$ cat src/rtl/decode_pkg.sv
// RV32I decode definitions: opcodes, control-op encodings, decoded bundle and decode function.
// DECODE_RV32M_EN: when defined, OP with funct7 0000001 (MUL/DIV) decodes instead of faulting.
package decode_pkg;

    localparam logic [6:0] OPC_LUI    = 7'b0110111;
    localparam logic [6:0] OPC_AUIPC  = 7'b0010111;
    localparam logic [6:0] OPC_JAL    = 7'b1101111;
    localparam logic [6:0] OPC_JALR   = 7'b1100111;
    localparam logic [6:0] OPC_BRANCH = 7'b1100011;
    localparam logic [6:0] OPC_LOAD   = 7'b0000011;
    localparam logic [6:0] OPC_STORE  = 7'b0100011;
    localparam logic [6:0] OPC_OP_IMM = 7'b0010011;
    localparam logic [6:0] OPC_OP     = 7'b0110011;

    localparam logic [6:0] FUNCT7_MULDIV = 7'b0000001;

    localparam logic [2:0] ALU_OP_NONE   = 3'd0;
    localparam logic [2:0] ALU_OP_LINK   = 3'd1;
    localparam logic [2:0] ALU_OP_IMM    = 3'd5;
    localparam logic [2:0] ALU_OP_REG    = 3'd6;
    localparam logic [2:0] ALU_OP_MULDIV = 3'd7;

    localparam logic [1:0] ADDR_OP_NONE = 2'd0;
    localparam logic [1:0] ADDR_OP_PC   = 2'd1;
    localparam logic [1:0] ADDR_OP_MEM  = 2'd2;
    localparam logic [1:0] ADDR_OP_JALR = 2'd3;

    localparam logic [1:0] WB_OP_NONE   = 2'd0;
    localparam logic [1:0] WB_OP_RESULT = 2'd1;
    localparam logic [1:0] WB_OP_ADDR   = 2'd2;

    localparam logic [1:0] JMP_OP_NONE   = 2'd0;
    localparam logic [1:0] JMP_OP_UNCOND = 2'd1;
    localparam logic [1:0] JMP_OP_BRANCH = 2'd2;

    localparam logic [1:0] MEM_OP_NONE  = 2'd0;
    localparam logic [1:0] MEM_OP_LOAD  = 2'd1;
    localparam logic [1:0] MEM_OP_STORE = 2'd2;

    typedef struct packed {
        logic               fault;
        logic [2:0]         funct3;
        logic [4:0]         rd;
        logic [4:0]         rs1;
        logic [4:0]         rs2;
        logic signed [31:0] imm;
        logic [2:0]         alu_op;
        logic [1:0]         addr_op;
        logic [1:0]         wb_op;
        logic [1:0]         jmp_op;
        logic [1:0]         mem_op;
    } decoded_t;

    function automatic decoded_t decode_inst(input logic [31:0] inst);
        decoded_t d;
        d         = '0;
        d.funct3  = inst[14:12];
        d.rd      = inst[11:7];
        d.rs1     = inst[19:15];
        d.rs2     = inst[24:20];
        d.alu_op  = ALU_OP_NONE;
        d.addr_op = ADDR_OP_NONE;
        d.wb_op   = WB_OP_NONE;
        d.jmp_op  = JMP_OP_NONE;
        d.mem_op  = MEM_OP_NONE;
        d.fault   = (inst[1:0] != 2'b11) || (inst == 32'd0);

        case (inst[6:0])
            OPC_LUI: begin
                d.imm   = {inst[31:12], 12'b0};
                d.wb_op = WB_OP_RESULT;
            end
            OPC_AUIPC: begin
                d.imm     = {inst[31:12], 12'b0};
                d.addr_op = ADDR_OP_PC;
                d.wb_op   = WB_OP_ADDR;
            end
            OPC_JAL: begin
                d.imm     = {{12{inst[31]}}, inst[19:12], inst[20], inst[30:21], 1'b0};
                d.alu_op  = ALU_OP_LINK;
                d.addr_op = ADDR_OP_PC;
                d.wb_op   = WB_OP_RESULT;
                d.jmp_op  = JMP_OP_UNCOND;
            end
            OPC_JALR: begin
                d.imm     = {{20{inst[31]}}, inst[31:20]};
                d.alu_op  = ALU_OP_LINK;
                d.addr_op = ADDR_OP_JALR;
                d.wb_op   = WB_OP_RESULT;
                d.jmp_op  = JMP_OP_UNCOND;
            end
            OPC_BRANCH: begin
                d.imm     = {{20{inst[31]}}, inst[7], inst[30:25], inst[11:8], 1'b0};
                d.addr_op = ADDR_OP_PC;
                d.jmp_op  = JMP_OP_BRANCH;
            end
            OPC_LOAD: begin
                d.imm     = {{20{inst[31]}}, inst[31:20]};
                d.addr_op = ADDR_OP_MEM;
                d.wb_op   = WB_OP_RESULT;
                d.mem_op  = MEM_OP_LOAD;
            end
            OPC_STORE: begin
                d.imm     = {{20{inst[31]}}, inst[31:25], inst[11:7]};
                d.addr_op = ADDR_OP_MEM;
                d.mem_op  = MEM_OP_STORE;
            end
            OPC_OP_IMM: begin
                d.imm    = {{20{inst[31]}}, inst[31:20]};
                d.alu_op = ALU_OP_IMM;
                d.wb_op  = WB_OP_RESULT;
            end
            OPC_OP: begin
                if (inst[31:25] == FUNCT7_MULDIV) begin
`ifdef DECODE_RV32M_EN
                    d.alu_op = ALU_OP_MULDIV;
                    d.wb_op  = WB_OP_RESULT;
`else
                    d.fault  = 1'b1;
`endif
                end else begin
                    d.alu_op = ALU_OP_REG;
                    d.wb_op  = WB_OP_RESULT;
                end
            end
            default: d.fault = 1'b1;
        endcase

        // A faulted entry keeps its register fields but must never trigger execute-side work.
        if (d.fault) begin
            d.imm     = '0;
            d.alu_op  = ALU_OP_NONE;
            d.addr_op = ADDR_OP_NONE;
            d.wb_op   = WB_OP_NONE;
            d.jmp_op  = JMP_OP_NONE;
            d.mem_op  = MEM_OP_NONE;
        end
        return d;
    endfunction

endpackage

$ cat src/rtl/inst_fifo.sv
// Circular FIFO of {pc, inst} entries with occupancy count; flush empties it in one cycle.
module inst_fifo import decode_pkg::*; #(
    parameter int  DEPTH = 4,
    localparam int PTR_W = $clog2(DEPTH)
) (
    input  logic             clk,
    input  logic             rst,
    input  logic             flush,
    input  logic             i_wr_en,
    input  logic [63:0]      i_wr_data,
    input  logic             i_rd_en,
    output logic [63:0]      o_rd_data,
    output logic [PTR_W:0]   o_count,
    output logic             o_full,
    output logic             o_empty
);

    localparam logic [PTR_W:0]   CNT_FULL = (PTR_W+1)'(DEPTH);
    localparam logic [PTR_W:0]   CNT_ONE  = (PTR_W+1)'(1);
    localparam logic [PTR_W-1:0] PTR_ONE  = PTR_W'(1);

    logic [63:0]      r_mem [DEPTH];
    logic [PTR_W-1:0] r_wr_ptr;
    logic [PTR_W-1:0] r_rd_ptr;
    logic [PTR_W:0]   r_count;
    logic             w_wr;
    logic             w_rd;

    assign o_full    = (r_count == CNT_FULL);
    assign o_empty   = (r_count == '0);
    assign w_wr      = i_wr_en & ~o_full;
    assign w_rd      = i_rd_en & ~o_empty;
    assign o_rd_data = r_mem[r_rd_ptr];
    assign o_count   = r_count;

    // Pointers wrap naturally because DEPTH is a power of two.
    always_ff @(posedge clk) begin
        if (rst || flush) begin
            r_wr_ptr <= '0;
            r_rd_ptr <= '0;
            r_count  <= '0;
        end else begin
            if (w_wr) r_wr_ptr <= r_wr_ptr + PTR_ONE;
            if (w_rd) r_rd_ptr <= r_rd_ptr + PTR_ONE;
            case ({w_wr, w_rd})
                2'b10:   r_count <= r_count + CNT_ONE;
                2'b01:   r_count <= r_count - CNT_ONE;
                default: r_count <= r_count;
            endcase
        end
    end

    always_ff @(posedge clk) begin
        if (w_wr) r_mem[r_wr_ptr] <= i_wr_data;
    end

endmodule

$ cat src/rtl/decode_queue.sv
// Buffered valid/ready RV32I decode stage: FIFO plus a registered decoded output slot with bypass.
// DECODE_RV32M_EN (see decode_pkg) enables MUL/DIV decode.
module decode_queue import decode_pkg::*; #(
    parameter int  DEPTH = 4,
    localparam int PTR_W = $clog2(DEPTH)
) (
    input  logic             clk,
    input  logic             rst,
    input  logic             flush,
    input  logic             in_valid,
    output logic             in_ready,
    input  logic [31:0]      in_inst,
    input  logic [31:0]      in_pc,
    output logic             out_valid,
    input  logic             out_ready,
    output logic [31:0]      out_pc,
    output logic             out_fault,
    output logic [2:0]       funct3,
    output logic [4:0]       rd,
    output logic [4:0]       rs1,
    output logic [4:0]       rs2,
    output logic [31:0]      imm,
    output logic [2:0]       alu_op,
    output logic [1:0]       addr_alu_op,
    output logic [1:0]       wb_op,
    output logic [1:0]       jmp_op,
    output logic [1:0]       mem_op,
    output logic [PTR_W:0]   count
);

    logic        w_in_fire;
    logic        w_out_fire;
    logic        w_slot_load;
    logic        w_fifo_full;
    logic        w_fifo_empty;
    logic        w_bypass;
    logic        w_fifo_wr;
    logic        w_fifo_rd;
    logic [63:0] w_fifo_head;
    logic [31:0] w_src_pc;
    logic [31:0] w_src_inst;
    decoded_t    w_src_dec;

    logic        r_vld_p1;
    logic [31:0] r_pc_p1;
    decoded_t    r_dec_p1;

    assign in_ready    = ~w_fifo_full;
    assign w_in_fire   = in_valid & in_ready;
    assign w_out_fire  = r_vld_p1 & out_ready;
    assign w_slot_load = ~r_vld_p1 | w_out_fire;

    // With nothing buffered the slot takes the incoming instruction directly, skipping the FIFO.
    assign w_bypass  = w_slot_load & w_fifo_empty;
    assign w_fifo_wr = w_in_fire & ~w_bypass & ~flush;
    assign w_fifo_rd = w_slot_load & ~w_fifo_empty & ~flush;

    assign w_src_pc   = w_fifo_empty ? in_pc   : w_fifo_head[63:32];
    assign w_src_inst = w_fifo_empty ? in_inst : w_fifo_head[31:0];
    assign w_src_dec  = decode_inst(w_src_inst);

    inst_fifo #(
        .DEPTH (DEPTH)
    ) u_fifo (
        .clk       (clk),
        .rst       (rst),
        .flush     (flush),
        .i_wr_en   (w_fifo_wr),
        .i_wr_data ({in_pc, in_inst}),
        .i_rd_en   (w_fifo_rd),
        .o_rd_data (w_fifo_head),
        .o_count   (count),
        .o_full    (w_fifo_full),
        .o_empty   (w_fifo_empty)
    );

    // Output slot stage (p1)
    always_ff @(posedge clk) begin
        if (rst) begin
            r_vld_p1 <= 1'b0;
            r_pc_p1  <= '0;
            r_dec_p1 <= '0;
        end else if (flush) begin
            r_vld_p1 <= 1'b0;
        end else if (w_slot_load) begin
            if (!w_fifo_empty || w_in_fire) begin
                r_vld_p1 <= 1'b1;
                r_pc_p1  <= w_src_pc;
                r_dec_p1 <= w_src_dec;
            end else begin
                r_vld_p1 <= 1'b0;
            end
        end
    end

    assign out_valid   = r_vld_p1;
    assign out_pc      = r_pc_p1;
    assign out_fault   = r_dec_p1.fault;
    assign funct3      = r_dec_p1.funct3;
    assign rd          = r_dec_p1.rd;
    assign rs1         = r_dec_p1.rs1;
    assign rs2         = r_dec_p1.rs2;
    assign imm         = r_dec_p1.imm;
    assign alu_op      = r_dec_p1.alu_op;
    assign addr_alu_op = r_dec_p1.addr_op;
    assign wb_op       = r_dec_p1.wb_op;
    assign jmp_op      = r_dec_p1.jmp_op;
    assign mem_op      = r_dec_p1.mem_op;

endmodule

$ cat config.mk
export PLATFORM = sky130hd
export DESIGN_NAME = decode_queue
export DESIGN_NICKNAME = d
export VERILOG_FILES = /design/src/rtl/decode_pkg.sv /design/src/rtl/inst_fifo.sv /design/src/rtl/decode_queue.sv
export SDC_FILE = /design/constraint.sdc
export NUM_CORES = 1
export LEC_CHECK = 0
export ABC_CLOCK_PERIOD_IN_PS = 4670
export CAP_MARGIN = 30
export CORE_MARGIN = 5
export CORE_UTILIZATION = 35
export DETAILED_ROUTE_END_ITERATION = 10
export PLACE_DENSITY = 0.52
export RECOVER_POWER = 25
export SLEW_MARGIN = 40
export SYNTH_ARGS = -nofsm -noshare
export SYNTH_HDL_FRONTEND = slang
export SYNTH_SLANG_ARGS = --single-unit
$ cat constraint.sdc
create_clock -name clk -period 4.67 [get_ports clk]
set_clock_uncertainty 0.2 [all_clocks]
set_input_delay 0.7005 -clock clk [delete_from_list [all_inputs] [get_ports clk]]
set_output_delay 0.7005 -clock clk [all_outputs]
set_load 0.03 [all_outputs]
Word-level counts from Yosys, hierarchy flattened
Memory sizes are Yosys's and may differ from the RTL's. A register that Yosys moved wholly into a read port is not among the register bits.
Cells that the tools add are included.
{"block": "totals", "regBits": 102, "ramBits": 256, "input_bits": 69, "out_inout_bits": 99, "word_cells": 85, "memories": 1}
{"name": "u_fifo.r_mem", "depth": 4, "width": 64, "read_ports": 1, "rd_ports_with_merged_regs": 1, "write_ports": 1, "line_no": "inst_fifo.sv:22", "source": "logic [63:0] r_mem [DEPTH];"}
{"block": "op_classes", "add_sub_neg": 4, "n_eq_ne": 14, "n_mux": 19, "bitwise": 15, "reduce_logical": 16}
{"op": "32-bit case mux with 5 select lines", "n": 1}
{"op": "32-bit two-way mux", "n": 2}
{"op": "43-bit two-way mux", "n": 1}
{"op": "32-bit logical NOT", "n": 1}
{"op": "7-bit by 6-bit equality test with 1-bit output (second input constant)", "n": 3}
{"op": "7-bit equality test (second input constant)", "n": 3}
{"op": "7-bit by 5-bit equality test with 1-bit output (second input constant)", "n": 2}
{"op": "2-bit case mux with 3 select lines", "n": 2}
{"op": "1-bit AND", "n": 9}
{"op": "3-bit case mux with 3 select lines", "n": 1}
{"op": "2-bit case mux with 2 select lines", "n": 2}
{"op": "2-bit OR reduction", "n": 4}
{"op": "8-bit OR reduction", "n": 1}
{"op": "7-bit by 1-bit equality test with 1-bit output (second input constant)", "n": 1}
{"op": "7-bit by 2-bit equality test with 1-bit output (second input constant)", "n": 1}
{"op": "3-bit case mux with 2 select lines", "n": 1}
{"op": "3-bit OR reduction", "n": 2}
{"op": "1-bit two-way mux", "n": 5}
{"op": "1-bit NOT", "n": 5}
{"op": "5-bit OR reduction", "n": 1}
{"op": "2-bit by 1-bit adder with 2-bit output (second input constant)", "n": 2}
{"op": "2-bit two-way mux", "n": 2}
{"op": "3-bit by 1-bit adder with 3-bit output (second input constant)", "n": 1}
{"op": "3-bit equality test (second input constant)", "n": 1}
{"op": "other kinds (12)", "n": 14}

Logic depth before layout (Yosys ltp)
Gate-level depths: netlist of the first run.
{"block": "logic_depth", "word_depth": 9, "depth_mapped": 11, "depth_no_buf": 10}

Hierarchy
A second synthesis of the first run with hierarchy kept.
{"block": "hier_totals", "cells_unflattened": 892, "area_unflattened_um2": 14251.2}
{"mod": "inst_fifo", "instances": 1, "cells_per_inst": 390, "area_per_inst_um2": 9706.8, "seq_area_each_um2": 7867.5}
{"mod": "decode_queue", "instances": 1, "cells_per_inst": 502, "area_per_inst_um2": 4544.4, "seq_area_each_um2": 1901.8}

Least setup slack after synthesis of the first run
No wires, ideal clock.
{"block": "synth_timing", "kind": "in2reg", "from": "in out_ready", "to": "mem u_fifo.r_mem[0][0] (enable)", "setup_time_ns": 0.429, "arrival_time_ns": 2.889, "required_time_ns": 4.041, "path_slack_ns": 1.152, "path_stages": 5, "path_buffers": 1, "path_cell_list": "nand2b_1 > o21ai_0 > and3b_1 > clkbuf_1 > and2_1"}
{"block": "synth_between", "elab_chain_cells": 9}
{"element": "start, declared", "line_no": "decode_queue.sv:15", "source": "input logic out_ready,"}
{"element": "1-bit AND", "line_no": "decode_queue.sv:50", "source": "assign w_out_fire = r_vld_p1 & out_ready;"}
{"element": "1-bit bitwise OR", "line_no": "decode_queue.sv:51", "source": "assign w_slot_load = ~r_vld_p1 | w_out_fire;"}
{"element": "1-bit AND", "line_no": "decode_queue.sv:54", "source": "assign w_bypass = w_slot_load & w_fifo_empty;"}
{"element": "1-bit NOT", "line_no": "decode_queue.sv:55", "source": "assign w_fifo_wr = w_in_fire & ~w_bypass & ~flush;"}
{"element": "1-bit AND (2 in series)", "line_no": "decode_queue.sv:55"}
{"element": "1-bit AND", "line_no": "inst_fifo.sv:31", "source": "assign w_wr = i_wr_en & ~o_full;"}
{"element": "1-bit two-way mux", "line_no": "inst_fifo.sv:54", "source": "if (w_wr) r_mem[r_wr_ptr] <= i_wr_data;"}
{"element": "1-bit two-way mux (not written as such)", "line_no": "inst_fifo.sv:54"}
{"element": "end, declared", "line_no": "inst_fifo.sv:22"}
Every way passes these cells.

==> impl_metrics.toml, run 1 <==
[place]
place_inst = 1622
dp_slack_ns = 1.18
dp_hpwl_um = 23600
gp_congestion = 0.839
port_buffers = 167
placed_area_um2 = 16600

[worst_setup_path]
end_kind = "flop"
ff2ff_path_depth = 8
r2r_slack_ns = 1.28
arrival_ns = 3.62
crit_required_ns = 4.90
crit_fanout = 33
r2r_end = "jmp_op[0]"
critPathKind = "flop to flop"
startpoint_type = "flop"
worstSetupEndpoint = "jmp_op[0]"

[yosys]
synth-seq-cells = 360
synth_nets = 1041
synth_cells = 966
synth_cell_type_count = 63
synth_flop_cell = "edfxtp_1"
yosys_warnings = 0
synth_edf_count = 256
async_flop_share_pct = 0
synth_area_um2 = 14300
ys_seq_area_share_pct = 68.3
post_synth.cell_area_avg_um2 = 14.8

[global_route]
grt_pass1_wl_um = 55400
grt_pass1_vias = 8799
grt-ovfl-total = 0
grt_max_degree = 55
grt_usage_pct = 16.1
antenna_found_initial = 9

[layout]
layout.nets = 1208
mostFrequentLayoutCell = "edfxtp_1"
syn_to_final_growth_pct = 25.3
final_area_um2 = 17900
layout_common_cells = "edfxtp_1, nand2_1, clkdlybuf4s50_1, dfxtp_1, nor2_1"
drive_above_1_share_pct = 15.5
fin_cells = 1699
fill_cells = 3621

[die]
coreArea_um2 = 40600
die_h_um = 212
initial_core_util_pct = 35.2
die_x_um = 212
rows = 74
io-pin-count = 168
die-area_um2 = 45000

[clock_network]
clockBufferDepth = 3
cts.sinks = 360
post_cts_resized = 0
clk_latency_ns = 0.54
htreeDepth = 2
root_buffer = "clkbuf_16"
cts.clk_slew.worst_paths_ns = 0.06
numCtsBuffers = 40
hold_buffers = 0
tritoncts = "yes"
post_cts_buffers = 0

[drt]
vias_per_cell = 5.14
first_pass_iters = 4
via_count = 8739
detail_route.wl_per_cell_um = 21.5
drt_iter0_markers = 588
wirelength_um = 36500
final_antenna_net_count = 0
drc_errors = 0

[pwr]
p_total_mw = 6.96
ir_drop_mv = 0.245
powerDensity_nw_per_um2 = 388
power_leakage_nw = 5.84

[timing]
finalSetupTns_ns = 0
finalWorstSetupSlack_ns = 1.28
min_period_ns = 3.39
relSlewSlack_pct = 50.4
rsz0062_at_grt = "false"
slew_viol_final = 0
max_freq_mhz = 295
setup_viol = 0
hold_violations = 0
worst-slew-pin-transition_ns = 0.744
fin_crit_sh_pct = 72.7

[flow_run]
maxCapViolations = 0

[worst_hold_path]
min_path_type = "flop to flop"
whs_path_depth = 2

[outcome]
status = "finished, final reports clean"
layout make-up:
class / count / area, um^2 / share of cell area [%]
antenna: 2 / 5.00 / 0.0279
clock buffer: 59 / 1160 / 6.50
clock inverter: 15 / 133 / 0.740
inverter: 12 / 45.0 / 0.251
multi-input combinational: 529 / 4240 / 23.6
sequential: 360 / 9780 / 54.5
tap: 532 / 666 / 3.71
timing repair buffer: 190 / 1900 / 10.6
worst max-delay path: stages, from the launching register on:
cell and delay, ns:
dfxtp_4 0.48, buf_4 0.58, mux4_2 0.58, mux2i_1 0.25
nand3_1 0.18, nor4_4 0.34, a2111oi_4 0.12, buf_4 0.25
a32o_1 0.28
power by group:
part / internal, mW / total, mW / switching (mW)
registers: 3.45 / 3.47 / 0.0213
logic: 0.158 / 0.403 / 0.245
clock network: 1.84 / 3.08 / 1.24
total: 5.45 / 6.96 / 1.51
stage by stage:
| step | util (%) | hold WS, ns |
|---|---|---|
| floorplan | - | 0.285 |
| global placement | 40.8 | 0.230 |
| detailed placement | 40.9 | 0.235 |
| CTS | 44.1 | 0.242 |
| global route | 44.1 | 0.256 |
| finish | 44.1 | 0.238 |
flip-flops by register name, indices dropped and copies added, names as in the netlist, 3 cells and up, named ones only:
signal,flops
out_pc,32
rs2,5
u_fifo.r_mem,256
alu_op,3
imm,32
rd,5
u_fifo.o_count,3
rs1,5
funct3,3
synth_stat cells (9+ instances only):
master,n,area (um^2)
a22o_1,22,193
a2bb2oi_1,10,87.6
a311oi_1,32,280
buf_2,15,75.1
clkbuf_1,39,146
dfxtp_1,104,2080
edfxtp_1,256,7690
inv_1,12,45.0
mux2i_1,15,150
mux4_2,62,1400
nand2_1,134,503
nand3_1,19,95.1
nor2_1,83,312
nor3_1,20,100
o21ai_0,9,45.0
o21ai_1,13,65.1
worst min-delay path by stage:
stage | startpoint | endpoint | slack, ns
after global routing | imm[9] | imm[9] | 0.26
after CTS | imm[9] | imm[9] | 0.24
after detailed placement | imm[9] | imm[9] | 0.23
after global placement | imm[9] | imm[9] | 0.23
after floorplan | u_fifo.r_rd_ptr[1] | flop | 0.28
final | imm[9] | imm[9] | 0.24
routing by layer:
| metal | vias to the layer above | GRT usage [%] | routed length (um) |
|---|---|---|---|
| met4 | 12 | 4.60 | 875 |
| met1 | 4337 | 23.1 | 16500 |
| li1 | 4051 | - | - |
| met2 | 269 | 24.7 | 16600 |
| met3 | 70 | 3.81 | 2460 |
| met5 | - | 0 | 80 |
kinds of logic (layout without fill, tap and decap cells):
logic type	after synthesis	after routing	synth area share (%)
buffers and inverters	77	276	2.39
AOI/OAI and AO/OA	131	131	7.41
DFF	360	360	68.3
adders and majority gates	6	6	0.577
xor gates and xnor gates	5	5	0.306
other	0	2	0
and+or+nand+nor	297	297	9.06
muxes	90	90	12.0
Note: power is estimated with default switching activity, not from simulation.
==> inputs of run 2 (changes only) <==
--- a/config.mk
+++ b/config.mk
@@ -5,12 +5,12 @@
 export SDC_FILE = /design/constraint.sdc
 export NUM_CORES = 1
 export LEC_CHECK = 0
-export ABC_CLOCK_PERIOD_IN_PS = 4670
+export ABC_CLOCK_PERIOD_IN_PS = 3000
 export CAP_MARGIN = 30
 export CORE_MARGIN = 5
 export CORE_UTILIZATION = 35
 export DETAILED_ROUTE_END_ITERATION = 10
-export PLACE_DENSITY = 0.52
+export PLACE_DENSITY = 0.54
 export RECOVER_POWER = 25
 export SLEW_MARGIN = 40
 export SYNTH_ARGS = -nofsm -noshare
==> constraint.sdc (replaced) <==
create_clock -name clk -period 3 [get_ports clk]
set_clock_uncertainty 0.2 [all_clocks]
set_input_delay 0.45 -clock clk [delete_from_list [all_inputs] [get_ports clk]]
set_output_delay 0.45 -clock clk [all_outputs]
set_load 0.03 [all_outputs]
==> impl_metrics.toml, run 2 (same netlist as run 1, synthesis figures left out) <==
[outcome]
status = "finished, final reports clean"

[global_route]
grt_pass1_vias = 8988
grt_pass1_wl_um = 56000
antenna_found_initial = 8
grt_usage_pct = 16.2
grt_max_degree = 42
grt-ovfl-total = 0

[clock_network]
root_buffer = "clkbuf_16"
clockBufferDepth = 3
numCtsBuffers = 40
htreeDepth = 2
cts.clk_slew.worst_paths_ns = 0.06
cts.sinks = 360
clk_latency_ns = 0.53
tritoncts = "yes"

[pwr]
power_frac_comb_pct = 6.1
p_sw_share_pct = 21.7
power_leakage_nw = 6.06
p_int_mw = 8.44
clock_power_share_pct = 43.8
ir_drop_mv = 0.352
power_frac_seq_pct = 50.2
switchingPower_mw = 2.34
powerDensity_nw_per_um2 = 588

[layout]
layout.nets = 1251
fill_cells = 3637
multi_input_area_um2 = 4230
syn_to_final_growth_pct = 28.2
mostFrequentLayoutCell = "edfxtp_1"
drive_above_1_share_pct = 18.1
layout_common_cells = "edfxtp_1, nand2_1, clkdlybuf4s50_1, dfxtp_1, nor2_1"
largest_reg_flops = 256
fin_util_pct = 45.1
register_area_um2 = 9780
final_area_um2 = 18300
regMostFlops = "u_fifo.r_mem"

[worst_setup_path]
critPathKind = "flop to flop"
arrival_ns = 3.08
startpoint_type = "flop"
cpLargestDelayFamily = "compound AO/OA/AOI/OAI gates"
worstPathCellList = "mux4_2 -> mux2_2 -> a2111oi_4 -> nor2_1 -> a2111oi_4 -> buf_12 -> a32o_1"
crit_required_ns = 3.28
crit_fanout = 24
slowest_delay_ns = 0.53
crit_path_top_delay_cell = "mux4_2"
end_kind = "flop"
critPathMostFrequentCell = "a2111oi_4"
timing.critical_path.buf_inv = 1

[drt]
drt_iter0_markers = 532
final_antenna_net_count = 0
via_count = 8847
drc_errors = 0
vias_per_cell = 5.07
wirelength_um = 36500
first_pass_iters = 4
detail_route.wl_per_cell_um = 21.0

[die]
rows = 74
die_x_um = 212
die_h_um = 212
die-area_um2 = 45000
initial_core_util_pct = 35.2
io-pin-count = 168
coreArea_um2 = 40600

[timing]
rsz0062_at_grt = "false"
min_period_ns = 2.81
worst-slew-pin-transition_ns = 0.553
hold_violations = 0
setup_viol = 0
slew_viol_final = 0
max_freq_mhz = 356
relSlewSlack_pct = 63.1
finalSetupTns_ns = 0
fin_crit_sh_pct = 93.5
finalWorstSetupSlack_ns = 0.194

[place]
port_buffers = 167
dp_hpwl_um = 24700
placed_area_um2 = 17100
gp_congestion = 0.831
dp_slack_ns = 0.160

[flow_run]
maxCapViolations = 0

[worst_hold_path]
min_path_type = "flop to flop"
hold_start = "imm[9]"
run 2: cell count changes in the layout (fill, tap and decap cells not counted), moves of 3 or more:
cell / delta
clkbuf_8: -5
dlygate4sd3_1: -3
buf_4: +34
clkdlybuf4s50_1: +3
buf_12: +11
run 2: through the flow:
step                hold WS [ns]  total power, mW  instances
floorplan                  0.285             5.83        966
global placement           0.230             6.18       1666
detailed placement         0.239             6.18       1666
CTS                        0.246             10.9       1740
global route               0.280             11.2       1740
finish                     0.240             10.8       1744
run 2: path summary, 6_finish.rpt:
path / end / slack, ns / cells past startpoint
max: jmp_op[0] / 0.19 / 7
min: imm[9] / 0.24 / 2
max reg2reg: jmp_op[0] / 0.19 / 7
min reg2reg: imm[9] / 0.24 / 2
run 2: worst reg2reg max path: cells and delay by family, from the launching register on:
| family | cells | cell delay, ns |
|---|---|---|
| AND/OR/NAND/NOR | 1 | 0.13 |
| flip-flops | 1 | 0.44 |
| multiplexers | 2 | 0.88 |
| AO/OA/AOI/OAI | 3 | 0.89 |
| buffers and inverters | 1 | 0.22 |
run 2: power by group through the flow:
stage / sequential [mW] / combinational (mW) / clock (mW)
after floorplan: 5.61 / 0.217 / 0
after global placement: 5.51 / 0.664 / 0
after detailed placement: 5.51 / 0.670 / 0
after CTS: 5.41 / 0.673 / 4.84
after global routing: 5.41 / 0.710 / 5.07
final: 5.41 / 0.654 / 4.72
run 2: layout make-up:
cell class / instances / area share (%)
timing repair buffer: 233 / 12.7
clock inverter: 18 / 0.819
tap: 532 / 3.63
multi-input combinational: 529 / 23.1
antenna: 4 / 0.0546
clock buffer: 56 / 6.13
sequential: 360 / 53.3
inverter: 12 / 0.246
run 2: routing by layer:
layer | track usage (%) | vias up | wire, um
li1 | - | 4150 | -
met1 | 23.4 | 4359 | 16600
met2 | 25.1 | 265 | 16800
met3 | 3.67 | 65 | 2440
met4 | 3.84 | 8 | 698
met5 | 0 | - | 39
run 2: timing repair:
| item | in CTS | in global routing |
|---|---|---|
| hold endpoints to repair | 0 | 0 |
| hold buffers | 0 | 0 |
| setup endpoints to repair | 0 | 5 |
| resized for setup | 0 | 1 |
| buffers inserted | 0 | 0 |
